### config.mk
export PLATFORM = sky130hd
export DESIGN_NAME = bmp_stream_writer
export DESIGN_NICKNAME = d
export VERILOG_FILES = /design/src/rtl/bmp_stream_writer.sv
export SDC_FILE = /design/constraint.sdc
export NUM_CORES = 1
export LEC_CHECK = 0
export CORE_ASPECT_RATIO = 1.75
export CORE_MARGIN = 2
export CORE_UTILIZATION = 47
export DETAILED_ROUTE_END_ITERATION = 12
export GPL_ROUTABILITY_DRIVEN = 0
export PLACE_DENSITY = 0.72
export SYNTH_ARGS = -nofsm -noshare
export SYNTH_HDL_FRONTEND = slang
export SYNTH_SLANG_ARGS = --single-unit
### constraint.sdc
create_clock -name clk -period 3.6 [get_ports clk]
set_input_delay 0.72 -clock clk [delete_from_list [all_inputs] [get_ports clk]]
set_output_delay 0.72 -clock clk [all_outputs]
set_load 0.02 [all_outputs]
### src/rtl/bmp_stream_writer.sv
`default_nettype none
// ============================================================================
//  Module   : bmp_stream_writer
//  Brief    : Converts a raster-order RGB/gray pixel stream into a complete
//             top-down BMP file on a valid/ready byte port. Header, optional
//             gray palette and 4-byte row padding are generated on the fly.
//  Revision : 1.0 - initial release
// ============================================================================
module bmp_stream_writer #(
   parameter int WIDTH    = 256,
   parameter int HEIGHT   = 256,
   parameter int CHANNELS = 3,
   parameter int PPM      = 2835
) (
   input  logic        clk,
   input  logic        reset,
   input  logic        start,
   input  logic        in_valid,
   output logic        in_ready,
   input  logic [7:0]  in_red,
   input  logic [7:0]  in_green,
   input  logic [7:0]  in_blue,
   output logic [7:0]  out_data,
   output logic        out_valid,
   input  logic        out_ready,
   output logic        out_last,
   output logic        busy,
   output logic        done,
   output logic [15:0] frame_count
);

   // Derived file geometry
   localparam int c_row_bytes = ((WIDTH * CHANNELS + 3) / 4) * 4;
   localparam int c_pad       = c_row_bytes - WIDTH * CHANNELS;
   localparam int c_hdr_bytes = 54 + ((CHANNELS == 1) ? 1024 : 0);
   localparam int c_img_bytes = c_row_bytes * HEIGHT;
   localparam int c_file_bytes = c_hdr_bytes + c_img_bytes;
   localparam int c_clr_used  = (CHANNELS == 1) ? 256 : 0;

   localparam logic [31:0] c_neg_height = 32'd0 - 32'(HEIGHT);
   localparam logic [11:0] c_last_col   = 12'(WIDTH - 1);
   localparam logic [11:0] c_last_row   = 12'(HEIGHT - 1);
   localparam logic [1:0]  c_last_chan  = 2'(CHANNELS - 1);
   localparam logic [1:0]  c_last_pad   = 2'(c_pad - 1);

   // Header image with byte 0 in bits [7:0]; fields listed last-to-first so
   // every multi-byte field lands little-endian without byte swapping.
   localparam logic [431:0] c_hdr_image = {
      32'd0, 32'(c_clr_used), 32'(PPM), 32'(PPM), 32'(c_img_bytes), 32'd0,
      16'(8 * CHANNELS), 16'd1, c_neg_height, 32'(WIDTH), 32'd40,
      32'(c_hdr_bytes), 32'd0, 32'(c_file_bytes), 8'h4D, 8'h42
   };

   typedef enum logic [2:0] {
      S_IDLE, S_HEADER, S_PALETTE, S_PIX_LOAD, S_PIX_EMIT, S_PAD, S_FIN
   } state_t;

   state_t      state_q, state_d;
   logic [5:0]  idx_q, idx_d;
   logic [9:0]  pidx_q, pidx_d;
   logic [11:0] col_q, col_d;
   logic [11:0] row_q, row_d;
   logic [1:0]  chan_q, chan_d;
   logic [1:0]  pad_q, pad_d;
   logic [7:0]  pix_r_q, pix_r_d;
   logic [7:0]  pix_g_q, pix_g_d;
   logic [7:0]  pix_b_q, pix_b_d;
   logic [7:0]  out_data_q, out_data_d;
   logic        out_valid_q, out_valid_d;
   logic        out_last_q, out_last_d;
   logic [15:0] frame_count_q, frame_count_d;

   logic [5:0]  w_idx_next;
   logic [9:0]  w_pidx_next;
   logic [7:0]  w_hdr_next;
   logic [7:0]  w_pal_next;
   logic [11:0] w_row_next;
   logic        w_last_pix;

   assign w_idx_next  = (idx_q == 6'd53) ? 6'd0 : idx_q + 6'd1;
   assign w_hdr_next  = c_hdr_image[{w_idx_next, 3'b000} +: 8];
   assign w_pidx_next = pidx_q + 10'd1;
   // Palette entry k is k,k,k,0
   assign w_pal_next  = (w_pidx_next[1:0] == 2'd3) ? 8'h00 : w_pidx_next[9:2];
   assign w_row_next  = (row_q == c_last_row) ? 12'd0 : row_q + 12'd1;
   assign w_last_pix  = (col_q == c_last_col) && (row_q == c_last_row);

   assign in_ready    = (state_q == S_PIX_LOAD);
   assign busy        = (state_q != S_IDLE) && (state_q != S_FIN);
   assign done        = (state_q == S_FIN);
   assign out_data    = out_data_q;
   assign out_valid   = out_valid_q;
   assign out_last    = out_last_q;
   assign frame_count = frame_count_q;

   // Next-state and next-byte selection; every advance is gated by the
   // downstream accepting the byte currently held in the output register.
   always_comb begin
      state_d       = state_q;
      idx_d         = idx_q;
      pidx_d        = pidx_q;
      col_d         = col_q;
      row_d         = row_q;
      chan_d        = chan_q;
      pad_d         = pad_q;
      pix_r_d       = pix_r_q;
      pix_g_d       = pix_g_q;
      pix_b_d       = pix_b_q;
      out_data_d    = out_data_q;
      out_valid_d   = out_valid_q;
      out_last_d    = out_last_q;
      frame_count_d = frame_count_q;
      case (state_q)
         S_IDLE: begin
            if (start) begin
               state_d     = S_HEADER;
               idx_d       = 6'd0;
               col_d       = 12'd0;
               row_d       = 12'd0;
               out_data_d  = 8'h42;
               out_valid_d = 1'b1;
               out_last_d  = 1'b0;
            end
         end
         S_HEADER: begin
            if (out_ready) begin
               if (idx_q == 6'd53) begin
                  if (CHANNELS == 1) begin
                     state_d    = S_PALETTE;
                     pidx_d     = 10'd0;
                     out_data_d = 8'h00;
                  end else begin
                     state_d     = S_PIX_LOAD;
                     out_valid_d = 1'b0;
                  end
               end else begin
                  idx_d      = w_idx_next;
                  out_data_d = w_hdr_next;
               end
            end
         end
         S_PALETTE: begin
            if (out_ready) begin
               if (pidx_q == 10'd1023) begin
                  state_d     = S_PIX_LOAD;
                  out_valid_d = 1'b0;
               end else begin
                  pidx_d     = w_pidx_next;
                  out_data_d = w_pal_next;
               end
            end
         end
         S_PIX_LOAD: begin
            if (in_valid) begin
               pix_r_d     = in_red;
               pix_g_d     = in_green;
               pix_b_d     = in_blue;
               chan_d      = 2'd0;
               out_valid_d = 1'b1;
               out_data_d  = (CHANNELS == 1) ? in_red : in_blue;
               out_last_d  = w_last_pix && (c_pad == 0) && (CHANNELS == 1);
               state_d     = S_PIX_EMIT;
            end
         end
         S_PIX_EMIT: begin
            if (out_ready) begin
               if (chan_q == c_last_chan) begin
                  out_valid_d = 1'b0;
                  out_last_d  = 1'b0;
                  state_d     = S_PIX_LOAD;
                  if (col_q == c_last_col) begin
                     if (c_pad != 0) begin
                        // Row position advances once the padding is out
                        state_d     = S_PAD;
                        pad_d       = 2'd0;
                        out_valid_d = 1'b1;
                        out_data_d  = 8'h00;
                        out_last_d  = (row_q == c_last_row) && (c_pad == 1);
                     end else begin
                        col_d = 12'd0;
                        row_d = w_row_next;
                        if (row_q == c_last_row) begin
                           state_d = S_FIN;
                        end
                     end
                  end else begin
                     col_d = col_q + 12'd1;
                  end
               end else begin
                  chan_d     = chan_q + 2'd1;
                  out_data_d = (chan_q == 2'd0) ? pix_g_q : pix_r_q;
                  out_last_d = w_last_pix && (c_pad == 0) &&
                               (chan_q + 2'd1 == c_last_chan);
               end
            end
         end
         S_PAD: begin
            if (out_ready) begin
               if (pad_q == c_last_pad) begin
                  out_valid_d = 1'b0;
                  out_last_d  = 1'b0;
                  col_d       = 12'd0;
                  row_d       = w_row_next;
                  state_d     = (row_q == c_last_row) ? S_FIN : S_PIX_LOAD;
               end else begin
                  pad_d      = pad_q + 2'd1;
                  out_data_d = 8'h00;
                  out_last_d = (row_q == c_last_row) &&
                               (pad_q + 2'd1 == c_last_pad);
               end
            end
         end
         S_FIN: begin
            frame_count_d = frame_count_q + 16'd1;
            state_d       = S_IDLE;
         end
         default: begin
            state_d = S_IDLE;
         end
      endcase
   end

   // State, counters, pixel latch and output register
   always_ff @(posedge clk or posedge reset) begin
      if (reset) begin
         state_q       <= S_IDLE;
         idx_q         <= 6'd0;
         pidx_q        <= 10'd0;
         col_q         <= 12'd0;
         row_q         <= 12'd0;
         chan_q        <= 2'd0;
         pad_q         <= 2'd0;
         pix_r_q       <= 8'd0;
         pix_g_q       <= 8'd0;
         pix_b_q       <= 8'd0;
         out_data_q    <= 8'd0;
         out_valid_q   <= 1'b0;
         out_last_q    <= 1'b0;
         frame_count_q <= 16'd0;
      end else begin
         state_q       <= state_d;
         idx_q         <= idx_d;
         pidx_q        <= pidx_d;
         col_q         <= col_d;
         row_q         <= row_d;
         chan_q        <= chan_d;
         pad_q         <= pad_d;
         pix_r_q       <= pix_r_d;
         pix_g_q       <= pix_g_d;
         pix_b_q       <= pix_b_d;
         out_data_q    <= out_data_d;
         out_valid_q   <= out_valid_d;
         out_last_q    <= out_last_d;
         frame_count_q <= frame_count_d;
      end
   end

endmodule
`default_nettype wire

==> results.ini, run 1 <==
[grt]
grt.busiest_layer=met2
antenna_found_initial=0
met1_usage_pct=23.9
use_met3_pct=3.64
grt_pass1_wl_mm=20.0
grtUsageMet2_pct=37.6
grt_max_degree=32
grt_usage_pct=20.9
grt_pass1_vias=4242
overflow=0

[layout]
mostFrequentLayoutCell=dfrtp_1
nFillCells=937
final_cell_mix=dfrtp_1, clkdlybuf4s50_1, nand2_1
drive_above_1_share_pct=9.82
nets=640
diodes=0
synthToLayoutAreaGrowth_pct=18.6
finish.instance_area_um2=6120
regArea_um2=2230
multi_input_area_um2=2760

[sta]
skew_ns=0.00938
rsz0062_at_grt=false
hold_viol=0
fin_crit_sh_pct=84.6
finalSetupViolCount=0
worstMarginPinSlew_ns=0.717
finalCriticalPeriod_ns=3.04
fin_tns_setup_ns=0
max_freq_ghz=0.329
drv_slew=0
maxSlewHeadroom_pct=52.1

[clocking]
cts_buffer_depth=2
cts_tree=done
post_cts_buffers=0
h-tree-depth=3
clock_latency_ns=0.35
clkSinkCount=89
clk_root_buffer_cell=clkbuf_16
clk_pin_slew_ns=0.06
cts-resized-gates=0
hold_buffers=0
cts_buffers=9

[logic_synthesis]
avgSynthCellArea_um2=9.49
synth_seq_cells=89
async_flop_share_pct=100
syn_nets=588
ys_seq_area_share_pct=43.1
synth_warnings=0
ys_top_cells_by_area=dfrtp_1, mux2_2, xnor2_1
yosysUniqueCellTypes=66
netlist_area_um2=5160
synthFlopType=dfrtp_1
syn_inst=544
yosysTopAreaCell=dfrtp_1
synth_edf_count=0
synth.top_cell.area_share_pct=43.1

[placed_design]
placedInstanceArea_um2=5850
portBuffers=57
dpl.hpwl_mm=9.05

[die]
die_w_um=83.2
start_util_pct=48.3
rows=50
die-area_um2=11900
ioPinCount=58
dieHeight_um=143
design.core.area_um2=10700

[critical_path]
crit_required_ns=2.88
cp-end-kind=primary output
crit_slowest_cell=dfrtp_1
max_stage_delay_ns=0.73
cp_cell_sequence=and3_1 > clkdlybuf4s50_1
crit_family=flip-flops
crit_type=flop to primary output
path_max_fanout=20
cp.buffers_inverters=1
arrival_ns=2.32
start_kind=flop

[pwr]
p_leak_nw=2.59
vdd.ir_drop.worst_mv=0.535
powerDensity_nw_per_um2=670

[routing]
totalWireLength_mm=11.9
vias_per_cell=5.82
dr.pass1.iters=5
drcViolationCount=0
wl_per_cell_um=16.3
num_vias=4253
drt_iter0_drc=317
antenna_left=0

[run_status]
status=complete, no violations

[run]
cap_viol_max_count=0

[hold_path]
hold_class=flop to flop

final cells by class:
class	instances	area share, %
Multi-Input combinational cell	412	45.1
Sequential cell	89	36.4
Timing Repair Buffer	63	10.1
Clock buffer	9	3.68
Tap cell	130	2.66
Inverter	21	1.31
Clock inverter	7	0.858
worst reg2reg max path, cell delays in order (launching register included):
cell,delay [ns]
dfrtp_1,0.49
inv_1,0.12
ha_1,0.20
nand4b_1,0.15
nor2_1,0.40
o22ai_1,0.20
nor3_1,0.53
o21ai_0,0.22
xnor2_1,0.16
final timing paths:
check / startpoint / to / slack, ns / cells after the start
worst min-delay path: frame_count[15] / frame_count[15] / 0.48 / 1
min in group asynchronous: reset / frame_count[8] / 0.72 / 2
max in group asynchronous: reset / out_data[6] / 2.06 / 3
worst max register to register: idx_q[1] / state_q[1] / 0.99 / 8
worst max-delay path: state_q[1] / in_ready / 0.56 / 2
worst min register to register: frame_count[15] / frame_count[15] / 0.48 / 1
per-layer routing:
| layer | wire length [µm] | up-vias | part of all wire, % |
|---|---|---|---|
| met2 | 6350 | 121 | 53 |
| met4 | 311 | 0 | 2.6 |
| li1 | - | 2051 | - |
| met1 | 4710 | 2059 | 40 |
| met5 | 0 | - | 0 |
| met3 | 505 | 22 | 4.3 |
logic make-up after synthesis:
| kind of cell | after synthesis | synth area share, % |
|---|---|---|
| compound gates | 106 | 14.1 |
| xor+xnor | 51 | 8.65 |
| fa+ha+maj | 15 | 3.63 |
| buf+inv | 43 | 3.39 |
| flops | 89 | 43.1 |
| mux | 32 | 6.81 |
| simple gates | 208 | 20.3 |
metrics by stage:
step	hold slack [ns]	worst slack [ns]	cells	power, mW	utilization, %
6_report	0.482	0.556	731	4.10	57.3
3_3_place_gp	0.457	0.814	715	3.17	54.7
4_1_cts	0.489	0.564	731	4.12	57.3
2_1_floorplan	0.459	0.573	544	2.70	-
3_5_place_dp	0.481	0.783	715	3.22	54.7
5_1_grt	0.512	0.443	731	4.38	57.3
sequential cells by signal (all words and copies together) (netlist names), 6 cells and up:
register / cells
col_q: 12
frame_count: 16
idx_q: 6
out_data: 8
pidx_q: 10
pix_g_q: 8
pix_r_q: 8
row_q: 12
report_power, final:
group          switching [mW]  total, mW  internal (mW)
clock                   0.415      0.891          0.476
combinational           0.916       1.71          0.789
sequential              0.265       1.51           1.24
synth_stat cells (5+ instances only):
master    number
a21o_1         5
a21oi_1       14
a222oi_1       5
a31oi_1        5
and3_1        10
buf_2         11
clkbuf_1       8
dfrtp_1       89
ha_1          15
inv_1         21
mux2_2        25
mux2i_1        7
nand2_1       55
nand3_1       28
nand4_1        7
nor2_1        50
nor2b_1        5
nor3_1        17
o21ai_0       33
o31ai_1        6
xnor2_1       30
xor2_1        21
No activity file was read; power rests on OpenSTA's default activity.
==> run 2: changes to the inputs <==
- PLACE_DENSITY: 0.72 -> 0.74
- clock period: 3.6 -> 2.7 ns (I/O delays scaled with it)
==> run 2 against run 1 <==
Net effect:
- worst hold slack worse by 0.016 ns
- global-route usage is 0.89 points higher
- design area is 1.3% higher
- sequential power is 32% higher
- critical endpoint is now busy
- clock skew is 0.0037 ns lower
- total power is 35% higher
- largest cell class unchanged
==> results.ini, run 2 (synthesis gave the netlist of run 1 again) <==
[run_status]
status=complete, no violations  ; unchanged

[clocking]
cts_tree=done  ; unchanged
clkSinkCount=89  ; unchanged
clock_latency_ns=0.34  ; was 0.35 ns
clk_pin_slew_ns=0.06  ; about the same
post_cts_buffers=0  ; unchanged
cts_buffer_depth=2  ; unchanged
h-tree-depth=3  ; unchanged
cts_buffers=9  ; unchanged
clk_root_buffer_cell=clkbuf_16  ; unchanged

[layout]
largest_reg_flops=16  ; unchanged
synthToLayoutAreaGrowth_pct=20.1  ; was 18.6%
nFillCells=946  ; was 937
final_cell_mix=dfrtp_1, clkdlybuf4s50_1, nand2_1  ; unchanged
final_cells=741  ; was 731
diodes=0  ; unchanged
utilization_pct=58.0  ; was 57.3%
nets=650  ; was 640
mostFrequentLayoutCell=dfrtp_1  ; unchanged
drive_above_1_share_pct=11.1  ; was 9.82%

[routing]
antenna_left=0  ; unchanged
wl_per_cell_um=16.8  ; was 16.3 µm
totalWireLength_mm=12.4  ; was 11.9 mm
vias_per_cell=5.79  ; was 5.82
drt_iter0_drc=402  ; was 317
drcViolationCount=0  ; unchanged
dr.pass1.iters=7  ; was 5
num_vias=4290  ; was 4253

[critical_path]
crit_required_ns=2.16  ; was 2.88 ns
r2r-start=idx_q[0]  ; was idx_q[1]
cp.buffers_inverters=1  ; unchanged
cp-end-kind=primary output  ; unchanged
start_kind=flop  ; unchanged
critical_path.startpoint=state_q[2]  ; was state_q[1]
arrival_ns=2.05  ; was 2.32 ns
crit_type=flop to primary output  ; unchanged
cp_cell_sequence=and2_1 > o21ai_0 > clkdlybuf4s50_1  ; was and3_1 > clkdlybuf4s50_1
crit_family=buffers and inverters  ; was flip-flops
crit_slowest_cell=clkdlybuf4s50_1  ; was dfrtp_1
path_max_fanout=14  ; was 20
max_stage_delay_ns=0.67  ; was 0.73 ns

[sta]
skew_ns=0.00572  ; was 0.00938 ns
finalCriticalPeriod_ns=2.59
fin_tns_setup_ns=0  ; unchanged
fin_crit_sh_pct=95.8
fin_ws_ns=0.114  ; was 0.556 ns
max_freq_ghz=0.387
maxSlewHeadroom_pct=58.9  ; was 52.1%
worstMarginPinSlew_ns=0.615  ; was 0.717 ns
drv_slew=0  ; unchanged
rsz0062_at_grt=false  ; unchanged
hold_slack_ns=0.466  ; was 0.482 ns
finalSetupViolCount=0  ; unchanged
hold_viol=0  ; unchanged

[die]
ioPinCount=58  ; unchanged
die-area_um2=11900  ; unchanged
rows=50  ; unchanged
dieHeight_um=143  ; unchanged
start_util_pct=48.3  ; unchanged
design.core.area_um2=10700  ; unchanged
die_w_um=83.2  ; unchanged

[grt]
grt_usage_pct=21.8  ; was 20.9%
grt_pass1_vias=4403  ; was 4242
grt_max_degree=69  ; was 32
grt_pass1_wl_mm=21.0  ; was 20.0 mm
antenna_found_initial=0  ; unchanged
overflow=0  ; unchanged

[pwr]
p_leak_nw=2.63  ; was 2.59 nW
powerDensity_nw_per_um2=891  ; was 670 nW/µm²
vdd.ir_drop.worst_mv=0.524  ; was 0.535 mV

[placed_design]
portBuffers=57  ; unchanged
place_inst=725  ; was 715
pre_cts_slack_ns=0.214  ; was 0.783 ns
dpl.hpwl_mm=9.13  ; was 9.05 mm

[hold_path]
holdCritStartpoint=frame_count[15]  ; unchanged
hold_class=flop to flop  ; unchanged

[run]
cap_viol_max_count=0  ; unchanged

run 2: cell count changes in the layout (fill, tap and decap cells not counted), sizes merged:
cell      change
buf          +10
clkbuf        +2
clkinv        -1
clkinvlp      +2
inv           -3
run 2: power breakdown:
part | internal, mW | total (mW) | switching (mW)
Combinational | 1.10 | 2.38 | 1.28
Clock | 0.623 | 1.14 | 0.520
Sequential | 1.66 | 2.00 | 0.339
Total | 3.39 | 5.53 | 2.14
run 2: what timing repair did:
| action | in CTS | in global routing |
|---|---|---|
| hold buffers | 0 | 0 |
| endpoints found under the setup margin | 0 | 1 |
| gates resized for setup | 0 | 1 |
run 2: path summary, 6_finish.rpt:
kind                                   end  cells after the start  slack, ns
max                                   busy                      3       0.11
min                        frame_count[15]                      1       0.47
max reg2reg                    out_data[1]                      7       0.21
min reg2reg                frame_count[15]                      1       0.47
max in group asynchronous      out_data[0]                      3       1.41
min in group asynchronous         col_q[8]                      2       0.59
run 2: worst reg2reg max path: cells and delay by family (launching register included):
family                   cells  cell delay (ns)
XOR/XNOR                     1             0.49
flip-flops                   1             0.49
AO/OA/AOI/OAI                4             0.79
adder cells (fa/ha/maj)      1             0.37
multiplexers                 1             0.25
run 2: cell type report:
| cell class | count | area, µm² | area share, % |
|---|---|---|---|
| multi-input cells | 412 | 2760 | 44.5 |
| flip-flops and latches | 89 | 2230 | 35.9 |
| repair buffers | 73 | 703 | 11.3 |
| clock buffers | 11 | 233 | 3.75 |
| well taps | 130 | 163 | 2.62 |
| inverters | 21 | 82.6 | 1.33 |
| clock inverters | 5 | 31.3 | 0.504 |
run 2: through the flow:
stage | total power [mW] | area, µm²
final | 5.53 | 6200
after global routing | 5.89 | 6200
after CTS | 5.54 | 6200
after detailed placement | 4.38 | 5940
after global placement | 4.30 | 5940
after floorplan | 3.60 | 5170
run 2: layer usage:
| layer | global-route usage (%) | routed length [µm] | vias up | part of all wire [%] |
|---|---|---|---|---|
| li1 | - | - | 2065 | - |
| met1 | 24.5 | 4870 | 2050 | 39 |
| met2 | 40.2 | 6610 | 150 | 53 |
| met3 | 3.47 | 581 | 25 | 4.7 |
| met4 | 9.66 | 346 | 0 | 2.8 |
| met5 | 0 | 0 | - | 0 |
==> run 3: changes to the inputs <==
- ABC_CLOCK_PERIOD_IN_PS: default -> 2700
==> results of run 3 <==
No change in the layout: final DEF, timing and power equal those of run 2.
